## src/rtl/chiplet_types_pkg.sv

```systemverilog
`default_nettype none
// ============================================================================
// Module      : chiplet_types_pkg
// Description : Shared flit, node-id and route-LUT types plus the flit field
//               positions used by the switch route computation.
// Revision    : 1.0 - initial release
// ============================================================================
package chiplet_types_pkg;

    typedef logic [4:0] node_id_t;

    typedef struct packed {
        logic [31:0] payload;
    } flit_t;

    // Format code carried by in-band switch configuration packets.
    localparam logic [3:0] FMT_SWITCH_CFG = 4'hA;

    // Field positions inside flit_t.payload.
    localparam int FMT_MSB      = 31;
    localparam int FMT_LSB      = 28;
    localparam int DEST_MSB     = 27;
    localparam int DEST_LSB     = 23;
    localparam int CFG_HI_MSB   = 22;
    localparam int CFG_HI_LSB   = 15;
    localparam int CFG_ADDR_MSB = 14;
    localparam int CFG_ADDR_LSB = 7;
    localparam int CFG_LO_MSB   = 6;
    localparam int CFG_LO_LSB   = 0;

    // Widest out_sel a LUT entry can hold; instances use the low OSW bits.
    localparam int OSW_MAX = 8;

    typedef struct packed {
        logic               valid;
        logic [OSW_MAX-1:0] out_sel;
    } route_lut_entry_t;

    // Configuration data is split around the address field in the flit.
    function automatic logic [14:0] cfg_data(input flit_t f);
        return {f.payload[CFG_HI_MSB:CFG_HI_LSB], f.payload[CFG_LO_MSB:CFG_LO_LSB]};
    endfunction

endpackage
`default_nettype wire

```

## src/rtl/rr_arbiter.sv

```systemverilog
`default_nettype none
// ============================================================================
// Module      : rr_arbiter
// Description : Combinational round-robin arbiter. Picks the first asserted
//               request at or after ptr, wrapping around.
// Ports       : req       - request vector
//               ptr       - highest-priority index this cycle
//               any       - at least one request granted
//               grant_oh  - one-hot grant
//               grant_idx - binary index of the grant
// Revision    : 1.0 - initial release
// ============================================================================
module rr_arbiter #(
    parameter  int N  = 4,
    localparam int IW = (N > 1) ? $clog2(N) : 1
) (
    input  logic [N-1:0]  req,
    input  logic [IW-1:0] ptr,
    output logic          any,
    output logic [N-1:0]  grant_oh,
    output logic [IW-1:0] grant_idx
);

    always_comb begin
        int j;
        j         = 0;
        any       = 1'b0;
        grant_oh  = '0;
        grant_idx = '0;
        for (int i = 0; i < N; i++) begin
            j = int'(ptr) + i;
            if (j >= N) begin
                j = j - N;
            end
            if (!any && req[j]) begin
                any         = 1'b1;
                grant_oh[j] = 1'b1;
                grant_idx   = IW'(j);
            end
        end
    end

endmodule
`default_nettype wire

```

## src/rtl/route_compute_rr.sv

```systemverilog
`default_nettype none
// ============================================================================
// Module      : route_compute_rr
// Description : Serialized route computation. Round-robin picks one unrouted
//               head flit, then either writes the route LUT (config packet
//               for this node, head popped) or looks the destination up and
//               offers the result on a valid/ready channel.
// Ports       : clk, rst      - clock, synchronous active-high reset
//               head_valid    - buffer k holds an unrouted head flit
//               in_flit       - head flit per buffer
//               pkt_done      - buffer k's packet has drained; re-arms k
//               head_pop      - one-cycle consume pulse (config packets)
//               route_valid   - result pending
//               route_ready   - allocator accepts result
//               route_buf     - buffer owning the result
//               route_out_sel - selected output port
//               route_miss    - no valid LUT entry for the destination
// Revision    : 1.0 - initial release
// ============================================================================
module route_compute_rr
    import chiplet_types_pkg::*;
#(
    parameter  node_id_t NODE         = node_id_t'(1),
    parameter  int       NUM_BUFFERS  = 4,
    parameter  int       NUM_OUTPORTS = 4,
    parameter  int       LUT_DEPTH    = 32,
    localparam int       BW           = $clog2(NUM_BUFFERS),
    localparam int       OSW          = $clog2(NUM_OUTPORTS)
) (
    input  logic                   clk,
    input  logic                   rst,
    input  logic [NUM_BUFFERS-1:0] head_valid,
    input  flit_t                  in_flit [NUM_BUFFERS],
    input  logic [NUM_BUFFERS-1:0] pkt_done,
    output logic [NUM_BUFFERS-1:0] head_pop,
    output logic                   route_valid,
    input  logic                   route_ready,
    output logic [BW-1:0]          route_buf,
    output logic [OSW-1:0]         route_out_sel,
    output logic                   route_miss
);

    localparam int         LIW         = (LUT_DEPTH > 1) ? $clog2(LUT_DEPTH) : 1;
    localparam logic [8:0] LUT_DEPTH_W = 9'(LUT_DEPTH);
    localparam logic [8:0] OUTPORTS_W  = 9'(NUM_OUTPORTS);

    localparam logic [1:0] S_IDLE   = 2'd0;
    localparam logic [1:0] S_LOOKUP = 2'd1;
    localparam logic [1:0] S_RESP   = 2'd2;

    logic [1:0]             r_state;
    logic [BW-1:0]          r_rr;
    logic [NUM_BUFFERS-1:0] r_routed;
    logic [BW-1:0]          r_g;
    logic [NUM_BUFFERS-1:0] r_g_oh;
    logic [3:0]             r_fmt;
    node_id_t               r_dest;
    logic [7:0]             r_addr;
    route_lut_entry_t       r_cfg_entry;
    route_lut_entry_t       r_lut [LUT_DEPTH];
    logic [BW-1:0]          r_buf;
    logic [OSW-1:0]         r_out_sel;
    logic                   r_miss;

    logic [NUM_BUFFERS-1:0] w_eligible;
    logic                   w_any;
    logic [NUM_BUFFERS-1:0] w_grant_oh;
    logic [BW-1:0]          w_grant_idx;
    flit_t                  w_sel_flit;
    logic [14:0]            w_cfg_data;
    logic                   w_is_cfg_node;
    logic                   w_addr_ok;
    logic                   w_dest_ok;
    logic [LIW-1:0]         w_addr_idx;
    logic [LIW-1:0]         w_dest_idx;
    route_lut_entry_t       w_lut_rd;
    logic                   w_lut_miss;
    logic [NUM_BUFFERS-1:0] w_routed_set;

    assign w_eligible = head_valid & ~r_routed;

    rr_arbiter #(
        .N (NUM_BUFFERS)
    ) u_arb (
        .req       (w_eligible),
        .ptr       (r_rr),
        .any       (w_any),
        .grant_oh  (w_grant_oh),
        .grant_idx (w_grant_idx)
    );

    always_comb begin
        w_sel_flit = '0;
        for (int k = 0; k < NUM_BUFFERS; k++) begin
            if (w_grant_oh[k]) begin
                w_sel_flit = in_flit[k];
            end
        end
    end

    assign w_cfg_data    = cfg_data(w_sel_flit);
    assign w_is_cfg_node = (r_fmt == FMT_SWITCH_CFG) && (r_dest == NODE);
    assign w_addr_ok     = {1'b0, r_addr} < LUT_DEPTH_W;
    assign w_dest_ok     = {4'b0, r_dest} < LUT_DEPTH_W;
    assign w_addr_idx    = r_addr[LIW-1:0];

    generate
        if (LIW <= 5) begin : g_dest_idx_narrow
            assign w_dest_idx = r_dest[LIW-1:0];
        end else begin : g_dest_idx_wide
            assign w_dest_idx = {{(LIW-5){1'b0}}, r_dest};
        end
    endgenerate

    // An entry selecting a port beyond NUM_OUTPORTS is treated as a miss.
    assign w_lut_rd   = r_lut[w_dest_idx];
    assign w_lut_miss = !w_lut_rd.valid || ({1'b0, w_lut_rd.out_sel} >= OUTPORTS_W);

    assign w_routed_set = ((r_state == S_RESP) && route_ready) ? r_g_oh : '0;

    assign head_pop      = ((r_state == S_LOOKUP) && w_is_cfg_node) ? r_g_oh : '0;
    assign route_valid   = (r_state == S_RESP);
    assign route_buf     = r_buf;
    assign route_out_sel = r_out_sel;
    assign route_miss    = r_miss;

    always_ff @(posedge clk) begin
        if (rst) begin
            r_state     <= S_IDLE;
            r_rr        <= '0;
            r_routed    <= '0;
            r_g         <= '0;
            r_g_oh      <= '0;
            r_fmt       <= '0;
            r_dest      <= '0;
            r_addr      <= '0;
            r_cfg_entry <= '0;
            r_buf       <= '0;
            r_out_sel   <= '0;
            r_miss      <= 1'b0;
            for (int i = 0; i < LUT_DEPTH; i++) begin
                r_lut[i] <= '0;
            end
        end else begin
            // A drained packet re-arms its buffer even if it is being marked
            // routed in the same cycle.
            r_routed <= (r_routed | w_routed_set) & ~pkt_done;

            case (r_state)
                S_IDLE: begin
                    if (w_any) begin
                        r_g                 <= w_grant_idx;
                        r_g_oh              <= w_grant_oh;
                        r_fmt               <= w_sel_flit.payload[FMT_MSB:FMT_LSB];
                        r_dest              <= w_sel_flit.payload[DEST_MSB:DEST_LSB];
                        r_addr              <= w_sel_flit.payload[CFG_ADDR_MSB:CFG_ADDR_LSB];
                        r_cfg_entry.valid   <= w_cfg_data[OSW];
                        r_cfg_entry.out_sel <= OSW_MAX'(w_cfg_data[OSW-1:0]);
                        r_rr                <= (w_grant_idx == BW'(NUM_BUFFERS - 1)) ?
                                               '0 : w_grant_idx + 1'b1;
                        r_state             <= S_LOOKUP;
                    end
                end
                S_LOOKUP: begin
                    if (w_is_cfg_node) begin
                        // Out-of-range addresses are dropped; the head is
                        // still consumed via head_pop.
                        if (w_addr_ok) begin
                            r_lut[w_addr_idx] <= r_cfg_entry;
                        end
                        r_state <= S_IDLE;
                    end else begin
                        r_buf <= r_g;
                        if (r_dest == NODE) begin
                            r_out_sel <= '0;
                            r_miss    <= 1'b0;
                        end else if (!w_dest_ok || w_lut_miss) begin
                            r_out_sel <= '0;
                            r_miss    <= 1'b1;
                        end else begin
                            r_out_sel <= w_lut_rd.out_sel[OSW-1:0];
                            r_miss    <= 1'b0;
                        end
                        r_state <= S_RESP;
                    end
                end
                S_RESP: begin
                    if (route_ready) begin
                        r_state <= S_IDLE;
                    end
                end
                default: begin
                    r_state <= S_IDLE;
                end
            endcase
        end
    end

endmodule
`default_nettype wire

```

## config.mk

```make
export PLATFORM = sky130hd
export DESIGN_NAME = route_compute_rr
export DESIGN_NICKNAME = d
export VERILOG_FILES = /design/src/rtl/chiplet_types_pkg.sv /design/src/rtl/rr_arbiter.sv /design/src/rtl/route_compute_rr.sv
export SDC_FILE = /design/constraint.sdc
export NUM_CORES = 1
export LEC_CHECK = 0
export ABC_AREA = 1
export ABC_CLOCK_PERIOD_IN_PS = 2730
export CAP_MARGIN = 10
export CORE_MARGIN = 1.5
export CORE_UTILIZATION = 49
export CTS_BUF_LIST = sky130_fd_sc_hd__clkbuf_2
export DETAILED_ROUTE_END_ITERATION = 16
export MAX_ROUTING_LAYER = met4
export PLACE_DENSITY = 0.88
export SLEW_MARGIN = 20
export SYNTH_ARGS = -nofsm -noshare
export SYNTH_HDL_FRONTEND = slang
export SYNTH_SLANG_ARGS = --single-unit
```

## constraint.sdc

```tcl
create_clock -name clk -period 2.73 [get_ports clk]
set_clock_uncertainty 0.15 [all_clocks]
set_input_delay 0.6825 -clock clk [delete_from_list [all_inputs] [get_ports clk]]
set_output_delay 0.6825 -clock clk [all_outputs]
set_load 0.02 [all_outputs]
```

==> results of run 1 <==
## cells by family (layout without fill, tap and decap cells)
group	after synthesis	count (layout)	synth area share, %
buffers and inverters	98	259	5.59
adder cells (fa/ha/maj)	8	8	1.35
AND/OR/NAND/NOR	583	583	33.6
flip-flops	140	140	50.8
other	0	1	0
AO/OA/AOI/OAI	116	116	8.60
## through the flow
step	power [mW]	setup TNS, ns	instances	hold slack (ns)	util [%]
finish	7.49	-0.948	1291	0.329	63.7
global route	7.99	-1.53	1291	0.260	63.7
CTS	7.41	-0.963	1289	0.296	63.6
detailed placement	6.17	-3.02	1253	0.308	61.6
global placement	6.07	-2.03	1253	0.302	61.6
floorplan	4.94	0	945	0.305	-
## power by group through the flow
stage	logic [mW]	clock network (mW)	registers (mW)
floorplan	2.28	0	2.66
global placement	3.41	0	2.67
detailed placement	3.49	0	2.67
CTS	3.52	1.26	2.63
global route	3.96	1.36	2.66
finish	3.60	1.25	2.64
## layout by cell type (no fill, tap or decap), drive strengths merged, types with 4 or more instances in the layout
master / instances
clkbuf: 17
nand4: 4
clkdlybuf4s50: 95
a211oi: 4
ha: 8
o21ai: 42
dfxtp: 44
nor3: 14
buf: 87
clkinv: 8
nor2: 188
o211ai: 16
inv: 47
edfxtp: 96
a21oi: 51
nand3: 108
nand2: 267
## metal layers
metal	part of all wire, %	vias to the layer above
li1	-	3440
met2	49	370
met5	0	-
met1	40	3295
met3	8.3	40
met4	2.0	0
## registers in the layout, summed over array words and instances (netlist names), named ones only
register,cells
r_addr,8
r_cfg_entry,3
r_dest,5
r_fmt,4
r_g,2
r_g_oh,4
r_lut,96
r_routed,4
r_rr,2
r_state,2
route_buf,2
route_miss,1
route_out_sel,2
## timing repair
item / 4_1_cts / 5_1_grt
resized for setup: 28 / 6
pin swaps: 2 / 3
hold buffers: 0 / 0
setup endpoints to repair: 5 / 31
buffers inserted: 4 / 1
## cell type report
cell class	instances	area share [%]
diodes	1	0.0268
clock buffers	17	0.912
clock inverters	15	1.77
inverters	44	1.82
multi-input cells	707	34.8
flip-flops and latches	140	40.4
well taps	184	2.47
repair buffers	183	17.9
## worst min-delay path by stage
stage                startpoint               end  slack [ns]  depth (start not counted)
6_report            pkt_done[1]       r_routed[1]        0.33                          2
5_1_grt             pkt_done[3]       r_routed[3]        0.26                          2
4_1_cts             pkt_done[1]       r_routed[1]        0.30                          2
3_5_place_dp   route_out_sel[0]  route_out_sel[0]        0.31                          2
3_3_place_gp   route_out_sel[0]  route_out_sel[0]        0.30                          2
2_1_floorplan       r_routed[3]       r_routed[3]        0.31                          2
==> metrics.txt, run 1 <==
Max FO, Critical Path=4; cell count of the worst reg-to-reg path=12; number of max-cap violations=0; sequential power share=35.3%; DR pass1 iterations=5; met3 GRT Util=under 10%; layout cells sized above 1=13.4%; post-synthesis sequential area ratio=roughly half; share of synthesized flip-flops with an asynchronous set or reset=0%; Root Buffer=clkbuf_2; worst-margin pin slew=0.681 ns; Slew Viols, Final=0; gr usage total=a little over a quarter; Post-synth EDFFs=96; clock tree from TritonCTS=yes; full die area=approximately 16000 sq um; fillers=between 1000 and 1500; Starting Density=roughly half; cell mode on critical path=inv_2; relative max-transition margin=54.6%; H-tree levels=4; GRT met1 Usage=a little under a third; row count=44; FF+latch area=3770 sq um; DR WL/cell=15.5 um; Final Hold Violating Endpoints=0; RR Endpoint=r_lut[11][1]; largest net degree at the start of global routing=61; Max Freq=~0.34 GHz; Final min period=between 2 and 3 ns; VDD IR-drop max=~0.00057 V; post-synth cell types=33; Final WS setup=-0.246 ns; total number of vias=roughly 7100; GR Layer Usage met2=45.7%; violated checks=setup timing; worst path bufs/invs=3; Gate power share=48.0%; startpoint types=register; CTS buffer count=17; synthesis warning total=0; Routed WL=20000 um; cell area after layout=approximately 9300 sq um; Final ANT Viol Nets=0; multi-input logic area=3240 sq um; Commonest cells post-synth=nand2_1, nor2_1, nand3_1; Seq cells post-synth=140; area delta synth->final=26.0%; Clock Pin Slew Worst Setup and Hold Paths=between 0.2 and 0.25 ns; Power Density=about 800 nW/um^2; reg2reg start=r_dest[2]; synthesized area=between 7000 and 8000 sq um; Crit-path slowest cell=dfxtp_2; P_leak=a little under 4 nW; die width=around 130 um; dominant synthesized flop cell=edfxtp_1; Int Pwr=approximately 4.3 mW; Synth area leaders=edfxtp_1, nand2_1, dfxtp_1, nor2_1, nand3_1; worst path cell trace=nor3_4 > nand3b_1 > inv_2 > nand4_1 > nor2_2 > inv_2 > nor2_1 > buf_4; Critical Path Max Stage Delay=approximately 0.39 ns; cell taking the most area after synthesis=edfxtp_1; setup violators final=4; worst reg2reg setup slack=approximately 0.1 ns; syn avg cell area=just under 8 sq um; critical path required time=between 1.5 and 2 ns; Mapped Nets=1092; Arrival @ worst endpoint=around 2.1 ns; CP Depth=8; Placed Area=~9000 sq um; GRT busiest layer=met2; vias per inst=around 5.5; Final #Nets=1240; number of global-route vias before repair=around 7000; clock net sink count=140; HPWL after DPL=approximately 14000 um; final worst path period share=109%; Net Sw Power=about 3.2 mW; initial antenna violation count=1; crit path capture=head_pop[0]; Mapped Cells=about 950; global route overflow=0; CP endpoint kind=primary output; drt drc=0; first-pass GRT wire length=roughly 33000 um; status=complete, but fails checks; Core ar.=14600 sq um; I/O Buffers=100; RSZ-0062 raised after global routing=yes; DRT iter0 DRCs=between 600 and 700; Yosys top cell area share=38.9%; Die H=about 130 um; Clk pwr share=16.7%; placer congestion estimate=slightly above 0.9; Max clock buf depth=2; count leader, synth=nand2_1; Top delay family on crit path=simple AND/OR/NAND/NOR gates; type of the most critical hold path=in -> reg; Switching Share=roughly 43%; WS Path Type=reg -> out; Critical Path Start=r_dest[2]; pre-CTS setup slack=-0.153 ns; IO Count=between 100 and 150; worst skew pair latency=0.71 ns
No activity file was read; power rests on OpenSTA's default activity.
==> inputs of run 2 (changes only) <==
Settings changed: ABC_CLOCK_PERIOD_IN_PS 2730 to 2400, CORE_UTILIZATION 49 to 48, CTS_CLUSTER_SIZE set to 12, PLACE_DENSITY 0.88 to 0.89.
Clock period 2.73 ns to 2.4 ns, I/O delays scaled along.
==> metrics.txt, run 2 (synthesis results as in run 1) <==
status=complete, but fails checks; violated checks=setup timing; Core ar.=15100 sq um; type of the most critical hold path=in -> reg; max FFs per register=96; critical path required time=1.65 ns; worst skew pair latency=a little over 0.7 ns; DR pass1 iterations=7; WS Path Type=reg -> out; Final min period=approximately 3 ns; first-pass GRT wire length=33200 um; commonest non-fill, non-tap cell in the layout=nand2_1; pre-CTS setup slack=-0.372 ns; area delta synth->final=31.4%; layout cells sized above 1=19.9%; drt drc=0; Slew Viols, Final=0; clock tree from TritonCTS=yes; die width=about 130 um; VDD IR-drop max=approximately 0.00072 V; Worst Hold Slack=roughly 0.25 ns; Max Freq=approximately 0.34 GHz; global route overflow=0; worst-margin pin slew=0.934 ns; number of global-route vias before repair=a little over 7000; final worst path period share=121%; number of max-cap violations=0; CP endpoint kind=primary output; gr usage total=26.7%; HPWL after DPL=roughly 14000 um; startpoint types=register; Final WS setup=-0.515 ns; setup violators final=140; total number of vias=around 7300; Clock Pin Slew Worst Setup and Hold Paths=0.22 ns; Max clock buf depth=2; Root Buffer=clkbuf_2; total design power=roughly 9 mW; DRT iter0 DRCs=between 800 and 900; full die area=roughly 16000 sq um; Largest regs=r_lut x96, r_addr x8, r_dest x5; Final ANT Viol Nets=0; H-tree levels=4; placer congestion estimate=roughly 0.9; vias per inst=between 5 and 6; Final Hold Violating Endpoints=0; Sum Neg Setup Slack=-12.67 ns; CTS buffer count=17; Largest Register=r_lut; most frequent cells in the layout=nand2_1, nor2_1, nand3_1; Final #Nets=1245; largest net degree at the start of global routing=between 40 and 50; Starting Density=48.9%; relative max-transition margin=between 30% and 40%; RSZ-0062 raised after global routing=yes; IO Count=approximately 150; Die H=127 um; initial antenna violation count=1; Power Density=between 900 and 1000 nW/um^2; Max FO, Critical Path=4; P_leak=4.04 nW; Routed WL=about 21000 um; row count=45; clock net sink count=140; DR WL/cell=between 15 and 20 um; Arrival @ worst endpoint=2.16 ns; I/O Buffers=100
==> run 2: per-stage QoR <==
step	util [%]	area (sq um)	instances
after floorplan	-	7400	945
after CTS	63.3	9580	1300
after detailed placement	60.1	9100	1262
final	64.3	9730	1300
after global placement	60.1	9100	1262
after global routing	64.3	9730	1300
==> run 2: layer usage <==
metal,GRT usage [%],vias to the layer above,routed length (um)
met5,-,-,0
met4,14.0,0,841
met3,5.53,74,2000
met2,44.2,436,10500
met1,30.8,3352,7690
li1,-,3451,-
==> run 2: critical path, stage by stage, from the launching register on <==
cell	delay, ns
dfxtp_2	0.39
nor3_4	0.20
nand3b_1	0.11
inv_1	0.08
nand4_1	0.14
nor2_2	0.19
inv_2	0.10
nor2_1	0.09
buf_4	0.14
==> run 2: timing repair <==
action,in CTS,in global routing
hold buffers,0,0
buffers inserted,6,4
endpoints found under the setup margin,11,224
resized for setup,93,42
pin swaps,0,7
==> run 2: path summary, 6_finish.rpt <==
| check | startpoint | endpoint | slack [ns] | cells past startpoint |
|---|---|---|---|---|
| setup / recovery | r_dest[1] | head_pop[1] | -0.51 | 8 |
| hold / removal | pkt_done[3] | r_routed[3] | 0.25 | 2 |
| setup reg to reg | r_dest[1] | r_lut[12][0] | -0.20 | 13 |
| hold reg to reg | route_miss | route_miss | 0.33 | 2 |
==> run 2: power by group <==
| part | internal [mW] | switching, mW | total (mW) |
|---|---|---|---|
| logic | 1.57 | 2.61 | 4.17 |
| registers | 2.83 | 0.194 | 3.02 |
| clock network | 0.697 | 0.904 | 1.60 |
| total | 5.09 | 3.71 | 8.80 |
==> run 2: area by class of cell <==
class                           instances  area (sq um)
Clock buffer                           18          90.1
Timing Repair Buffer                  188          1820
Clock inverter                         14           189
Fill cell                            1120          5410
Sequential cell                       140          3770
Tap cell                              188           235
Multi-Input combinational cell        707          3450
Antenna cell                            1          2.50
Inverter                               44           170
==> inputs of run 3 (changes only) <==
Settings changed: CAP_MARGIN 10 to 20.
==> results of run 3 <==
Final layout, timing and power as in run 2 (identical DEF).
